### config.mk
export PLATFORM = sky130hd
export DESIGN_NAME = noc_vc_fifo
export DESIGN_NICKNAME = d
export VERILOG_FILES = /design/src/rtl/noc_vc_fifo_pkg.sv /design/src/rtl/noc_vc_fifo_lane.sv /design/src/rtl/noc_vc_fifo.sv
export SDC_FILE = /design/constraint.sdc
export NUM_CORES = 1
export LEC_CHECK = 0
export ABC_AREA = 1
export CORE_AREA = 4 4 187 207
export CTS_CLUSTER_SIZE = 12
export DETAILED_ROUTE_END_ITERATION = 6
export DIE_AREA = 0 0 191 211
export PLACE_DENSITY = 0.84
export SLEW_MARGIN = 20
export SYNTH_ARGS = -nofsm -noshare
export SYNTH_HDL_FRONTEND = slang
export SYNTH_HIERARCHICAL = 1
export SYNTH_SLANG_ARGS = --single-unit
### constraint.sdc
create_clock -name clk -period 6 [get_ports clk]
set_input_delay 1.2 -clock clk [delete_from_list [all_inputs] [get_ports clk]]
set_output_delay 1.2 -clock clk [all_outputs]
set_load 0.1 [all_outputs]
### src/rtl/noc_vc_fifo_pkg.sv
// Shared types and helpers for the multi-VC NoC input buffer (noc_vc_fifo).
package noc_vc_fifo_pkg;

  localparam int MAX_VC_W = 16;

  typedef logic [MAX_VC_W-1:0] vc_idx_t;

  typedef struct packed {
    logic empty;
    logic almost_full;
    logic full;
  } s_lane_flags;

  function automatic s_lane_flags get_lane_flags(input int count, input int depth,
                                                 input int threshold);
    s_lane_flags f;
    f.empty       = (count == 0);
    f.almost_full = (count >= threshold);
    f.full        = (count == depth);
    return f;
  endfunction

endpackage

### src/rtl/noc_vc_fifo_lane.sv
// One virtual-channel lane: fall-through FIFO with flags, credit pulse and,
// with `NOC_VC_FIFO_ERR_EN, sticky overflow/underflow flags.
module noc_vc_fifo_lane
  import noc_vc_fifo_pkg::*;
#(
  parameter int WIDTH     = 32,
  parameter int DEPTH     = 4,
  parameter int THRESHOLD = DEPTH - 1
) (
  input  logic             clk,
  input  logic             rst_n,
  input  logic             i_clear,
  input  logic             i_push,
  input  logic [WIDTH-1:0] i_data,
  input  logic             i_pop,
  output logic [WIDTH-1:0] o_data,
  output logic             o_empty,
  output logic             o_almost_full,
  output logic             o_full,
`ifdef NOC_VC_FIFO_ERR_EN
  output logic             o_err_overflow,
  output logic             o_err_underflow,
`endif
  output logic             o_credit
);

  localparam int CNT_W = $clog2(DEPTH + 1);
  localparam int PTR_W = (DEPTH > 1) ? $clog2(DEPTH) : 1;

  logic [WIDTH-1:0] mem [DEPTH];
  logic [PTR_W-1:0] wr_ptr_reg, wr_ptr_next;
  logic [PTR_W-1:0] rd_ptr_reg, rd_ptr_next;
  logic [CNT_W-1:0] count_reg, count_next;
  logic             credit_reg;
  logic             push_ok, pop_ok;
  s_lane_flags      flags;

  function automatic logic [PTR_W-1:0] ptr_inc(input logic [PTR_W-1:0] p);
    return (p == PTR_W'(DEPTH - 1)) ? '0 : p + 1'b1;
  endfunction

  assign flags   = get_lane_flags(32'(count_reg), DEPTH, THRESHOLD);
  assign push_ok = i_push && !flags.full && !i_clear;
  assign pop_ok  = i_pop && !flags.empty && !i_clear;

  always_comb begin
    count_next  = count_reg;
    wr_ptr_next = wr_ptr_reg;
    rd_ptr_next = rd_ptr_reg;
    if (i_clear) begin
      count_next  = '0;
      wr_ptr_next = '0;
      rd_ptr_next = '0;
    end else begin
      if (push_ok) wr_ptr_next = ptr_inc(wr_ptr_reg);
      if (pop_ok)  rd_ptr_next = ptr_inc(rd_ptr_reg);
      if (push_ok && !pop_ok)      count_next = count_reg + 1'b1;
      else if (pop_ok && !push_ok) count_next = count_reg - 1'b1;
    end
  end

  always_ff @(posedge clk) begin
    if (!rst_n) begin
      count_reg  <= '0;
      wr_ptr_reg <= '0;
      rd_ptr_reg <= '0;
      credit_reg <= 1'b0;
    end else begin
      count_reg  <= count_next;
      wr_ptr_reg <= wr_ptr_next;
      rd_ptr_reg <= rd_ptr_next;
      credit_reg <= pop_ok;
    end
  end

  // Storage is read asynchronously so the head flit falls through with zero latency.
  always_ff @(posedge clk) begin
    if (push_ok) mem[wr_ptr_reg] <= i_data;
  end

  assign o_data        = flags.empty ? '0 : mem[rd_ptr_reg];
  assign o_empty       = flags.empty;
  assign o_almost_full = flags.almost_full;
  assign o_full        = flags.full;
  assign o_credit      = credit_reg;

`ifdef NOC_VC_FIFO_ERR_EN
  logic err_ovf_reg, err_unf_reg;

  always_ff @(posedge clk) begin
    if (!rst_n || i_clear) begin
      err_ovf_reg <= 1'b0;
      err_unf_reg <= 1'b0;
    end else begin
      err_ovf_reg <= err_ovf_reg | (i_push && flags.full);
      err_unf_reg <= err_unf_reg | (i_pop && flags.empty);
    end
  end

  assign o_err_overflow  = err_ovf_reg;
  assign o_err_underflow = err_unf_reg;
`endif

endmodule

### src/rtl/noc_vc_fifo.sv
// Multi-VC NoC input buffer: one shared write link steered to NUM_VC lanes.
// Optional sticky error outputs when `NOC_VC_FIFO_ERR_EN is defined.
module noc_vc_fifo
  import noc_vc_fifo_pkg::*;
#(
  parameter  int NUM_VC    = 4,
  parameter  int WIDTH     = 32,
  parameter  int DEPTH     = 4,
  parameter  int THRESHOLD = DEPTH - 1,
  localparam int VC_W      = (NUM_VC > 1) ? $clog2(NUM_VC) : 1
) (
  input  logic                    clk,
  input  logic                    rst_n,
  input  logic [NUM_VC-1:0]       i_clear,
  input  logic                    i_push,
  input  logic [VC_W-1:0]         i_push_vc,
  input  logic [WIDTH-1:0]        i_data,
  input  logic [NUM_VC-1:0]       i_pop,
  output logic [NUM_VC*WIDTH-1:0] o_data,
  output logic [NUM_VC-1:0]       o_empty,
  output logic [NUM_VC-1:0]       o_almost_full,
  output logic [NUM_VC-1:0]       o_full,
`ifdef NOC_VC_FIFO_ERR_EN
  output logic [NUM_VC-1:0]       o_err_overflow,
  output logic [NUM_VC-1:0]       o_err_underflow,
`endif
  output logic [NUM_VC-1:0]       o_credit
);

  logic [NUM_VC-1:0] push_sel;

  // An out-of-range VC index matches no lane, so the flit is dropped.
  generate
    for (genvar gi = 0; gi < NUM_VC; gi++) begin : g_lane
      assign push_sel[gi] = i_push && (vc_idx_t'(i_push_vc) == vc_idx_t'(gi));

      noc_vc_fifo_lane #(
        .WIDTH     (WIDTH),
        .DEPTH     (DEPTH),
        .THRESHOLD (THRESHOLD)
      ) u_lane (
        .clk             (clk),
        .rst_n           (rst_n),
        .i_clear         (i_clear[gi]),
        .i_push          (push_sel[gi]),
        .i_data          (i_data),
        .i_pop           (i_pop[gi]),
        .o_data          (o_data[gi*WIDTH +: WIDTH]),
        .o_empty         (o_empty[gi]),
        .o_almost_full   (o_almost_full[gi]),
        .o_full          (o_full[gi]),
`ifdef NOC_VC_FIFO_ERR_EN
        .o_err_overflow  (o_err_overflow[gi]),
        .o_err_underflow (o_err_underflow[gi]),
`endif
        .o_credit        (o_credit[gi])
      );
    end
  endgenerate

endmodule
**Word level (Yosys, flattened, before mapping)**

Memory sizes are Yosys's and may differ from the RTL's. A register that Yosys moved wholly into a read port is not among the register bits.
Cells that the tools add are included.

- Word-level logic and storage cells: 153
- Memories kept: 4
- Bits in writable memories: 512
- Output and inout port bits: 144
- Bits in registers: 32

Memories:

| memory | words | bits a word | read ports | clocked after Yosys merged registers in | write ports | line | text |
|---|---|---|---|---|---|---|---|
| g_lane[0].u_lane.mem | 4 | 32 | 1 | 1 | 1 | noc_vc_fifo_lane.sv:30 | `logic [WIDTH-1:0] mem [DEPTH];` |
| g_lane[1].u_lane.mem | 4 | 32 | 1 | 1 | 1 | noc_vc_fifo_lane.sv:30 |  |
| g_lane[2].u_lane.mem | 4 | 32 | 1 | 1 | 1 | noc_vc_fifo_lane.sv:30 |  |
| g_lane[3].u_lane.mem | 4 | 32 | 1 | 1 | 1 | noc_vc_fifo_lane.sv:30 |  |

- Mux-type cells: 36
- Bitwise logic cells: 1
- Add/subtract/negate cells: 16
- Magnitude comparators: 4
- Reductions and logical operators: 61
- Equality and inequality tests: 15

Operator list:

| cell | number |
|---|---|
| $mux 32 | 4 |
| $mux 2 | 16 |
| $logic_and 1x1->1 | 28 |
| $mux 3 | 8 |
| $eq 2x2->1 const B | 10 |
| $logic_not 1->1 | 20 |
| $add 2x1->2 const B | 8 |
| $add 3x1->3 const B | 4 |
| $eq 3x3->1 const B | 4 |
| $ge 3x2->1 const B | 4 |
| $logic_not 3->1 | 4 |
| $sub 3x1->3 const B | 4 |
| $mux 1 | 8 |
| $reduce_bool 2->1 | 4 |
| $reduce_or 2->1 | 4 |
| $eq 2x1->1 const B | 1 |
| $logic_not 2->1 | 1 |
| $not 1->1 | 1 |

**Depth between registers and ports, before layout**

- Depth in word-level cells: 8
- Depth in mapped cells: 16

**Hierarchy**

Netlist, hierarchy kept.

Modules (own cells, without submodules):

| module | area an instance (um^2) | cells an instance | instances |
|---|---|---|---|
| noc_vc_fifo_lane | 5585.4 | 488 | 4 |
| noc_vc_fifo | 30.0 | 8 | 1 |

**Worst setup path before layout**

OpenSTA, ideal clock, no wires.

- Kind: register to output
- Start point: register g_lane[3].u_lane.count_reg[0]
- End point: output port o_data[118]
- Buffers on the path: 1
- Stages on the path, launching flop included: 6
- Setup slack: 2274 ps
- Data required time: 4800 ps
- Data arrival time: 2526 ps
- Path through: dfxtp_1 -> nor2_1 -> nand2_1 -> inv_1 -> buf_2 -> a21oi_1

- Cells in the longest elaborated chain, start to end: 2

Ends and longest elaborated chain:

| what | line | text |
|---|---|---|
| from (decl) | noc_vc_fifo_lane.sv:33 | `logic [CNT_W-1:0] count_reg, count_next;` |
| from (signal assigned) | noc_vc_fifo_lane.sv:69 | `count_reg <= count_next;` |
| $logic_not 3->1 | noc_vc_fifo_pkg.sv:17 | `f.empty = (count == 0);` |
| via o_empty[3] | noc_vc_fifo.sv:20 | `output logic [NUM_VC-1:0] o_empty,` |
| $mux 32 | noc_vc_fifo_lane.sv:81 | `assign o_data = flags.empty ? '0 : mem[rd_ptr_reg];` |
| to (decl) | noc_vc_fifo.sv:19 | `output logic [NUM_VC*WIDTH-1:0] o_data,` |

The timed path passes the listed nets, and every way through them passes these cells.

==> results_dict.tcl <==
set metrics [dict create \
    coreArea_mm2 0.0368 \
    cts-buffers-inserted 53 \
    hp-class "flip-flop to flip-flop" \
    fin_area_mm2 0.0260 \
    post-synth-top-area-fraction_pct 68.7 \
    clockBufferDepth 3 \
    synth_cell_types 18 \
    period_minus_slack_ns 4.88 \
    placed_area_mm2 0.0245 \
    grt_pass1_vias 14700 \
    required_ns 4.80 \
    clk_pin_slew_ns 0.06 \
    violations "DRC" \
    cts_max_level 2 \
    slew_viol_final 0 \
    hpwl_mm 30.8 \
    p_total_mw 7.72 \
    end_kind "primary output" \
    synth_area_mm2 0.0224 \
    crit_type "flip-flop to primary output" \
    finalCritPeriodShare_pct 81.4 \
    grt_pass1_wl_mm 78.8 \
    synthArstFlopShare_pct 0 \
    outcome "complete, but fails checks" \
    largest_reg_flops 512 \
    synth_edf_count 512 \
    synth-seq-cells 552 \
    cts-root-buf "clkbuf_16" \
    dr.pass1.iters 7 \
    synth.most_common_cell "nand2_1" \
    fp-row-count 74 \
    vias_per_cell 5.60 \
    syn_avg_cell_area_um2 11.4 \
    die_h_um 211 \
    r2r.worst_path.cells 13 \
    final_cell_count_no_fill 2661 \
    layout.nets 2212 \
    min_path_cells 1 \
    hold_buffers 0 \
    start_kind "flip-flop" \
    p_per_area_mw_per_mm2 297 \
    grt.total_usage_pct 25.0 \
    setup_viol 0 \
    fin_ws_ns 1.12 \
    routed_wl_mm 51.6 \
    drive_gt1_share_pct 5.12 \
    ir_drop_mv 0.208 \
    synthTopCellsByArea "edfxtp_1 (69%), nand2_1 (9.7%), nor2_1 (5.7%)" \
    wl_per_cell_um 19.4 \
    crit_fanout 64 \
    fp.dieW_um 191 \
    cts_tree "done" \
    cts_resized 0 \
    arrival_ns 3.68 \
    synthCells 1960 \
    vias 14900 \
    syn_to_final_growth_pct 16.3 \
    grt_setup_unrepaired "false" \
    yosysWarningCount 6 \
    synth_nets 2033 \
    clkSinkCount 552 \
    synth-seq-area-share_pct 72.3 \
    fin_hold_ws_ns 0.523 \
    worst_pin_slew_ns 1.07 \
    finalHoldViolations 0 \
    post-place-ws_ns 1.60 \
    drt_iter0_drc 1537 \
    drc 2 \
    clk_latency_ns 0.56 \
    gp_congestion 0.790 \
    synth_ff_type "edfxtp_1" \
    dieArea_mm2 0.0403 \
    gr-total-overflow 0 \
    synth_commonest_cells "nand2_1 (578), edfxtp_1 (512), nor2_1 (340)" \
    portBuffers 188 \
    io_pins 189 \
    yosys.area.top_type "edfxtp_1" \
    diodes 0 \
    cts_setup_buffers 0 \
    grt_antenna_before_repair 0 \
    skew_ns 0.0133 \
    placed_cells 2578 \
    finish.utilization_pct 70.8 \
    antenna_left 0 \
    max_cap_violations 0 \
    final.setup.tns_ns 0 \
    start_util_pct 60.9 \
    max_freq_ghz 0.205 \
    relSlewSlack_pct 28.6 \
    leakage_nw 9.62 \
    grt_max_degree 65 \
]
[worst max-delay path, stage by stage (launching register included)]
cell,delay (ns)
dfxtp_1,0.33
clkinv_2,0.71
nor2_1,0.43
o21ai_1,0.13
a21oi_1,0.27
clkdlybuf4s50_1,1.19
[layout by cell type, fill, tap and decap left out]
master,n
nand2_1,578
edfxtp_1,512
nor2_1,324
clkdlybuf4s50_1,188
a21oi_1,140
o21ai_1,112
inv_1,73
clkbuf_16,53
dfxtp_1,36
clkbuf_1,24
o21ai_0,24
ha_1,24
buf_4,24
nor2_2,16
clkinv_2,9
nand3b_1,8
nand3_1,4
nand4_1,4
fa_1,4
dfxtp_2,4
inv_2,2
bufinv_16,1
clkinv_1,1
clkbuf_4,1
clkbuf_8,1
[cell families (layout without fill, tap and decap cells)]
kind of cell,after synthesis,after routing,synth area share [%]
buffers and inverters,170,377,3.95
AOI/OAI and AO/OA,276,276,6.17
and+or+nand+nor,934,934,15.9
DFF,552,552,72.3
adders and majority gates,28,28,1.70
[layer usage]
layer	wire length [um]	vias up	global-route usage, %
met5	0	-	0
met1	19100	7166	31.8
met4	1630	0	8.82
li1	-	6940	-
met3	3860	112	3.92
met2	27000	676	44.3
[cell type report]
class,count,area [um^2]
Sequential cell,552,16200
Fill cell,2411,10700
Multi-Input combinational cell,1238,5350
Timing Repair Buffer,212,2060
Clock buffer,79,1440
Tap cell,494,618
Inverter,82,317
Clock inverter,4,43.8
[power by group]
part | internal (mW) | switching [mW]
sequential | 4.23 | 0.00842
clock | 1.67 | 1.28
combinational | 0.110 | 0.416
total | 6.01 | 1.71
[worst paths after layout]
kind / from / end / slack (ns)
max: flip-flop / o_data[22] / 1.12
min: g_lane[1].u_lane/count_reg[0] / g_lane[1].u_lane/count_reg[0] / 0.52
min reg2reg: g_lane[1].u_lane/count_reg[0] / g_lane[1].u_lane/count_reg[0] / 0.52
max reg2reg: g_lane[2].u_lane/count_reg[0] / g_lane[2].u_lane/count_reg[2] / 3.90
Note: power is estimated with default switching activity, not from simulation.
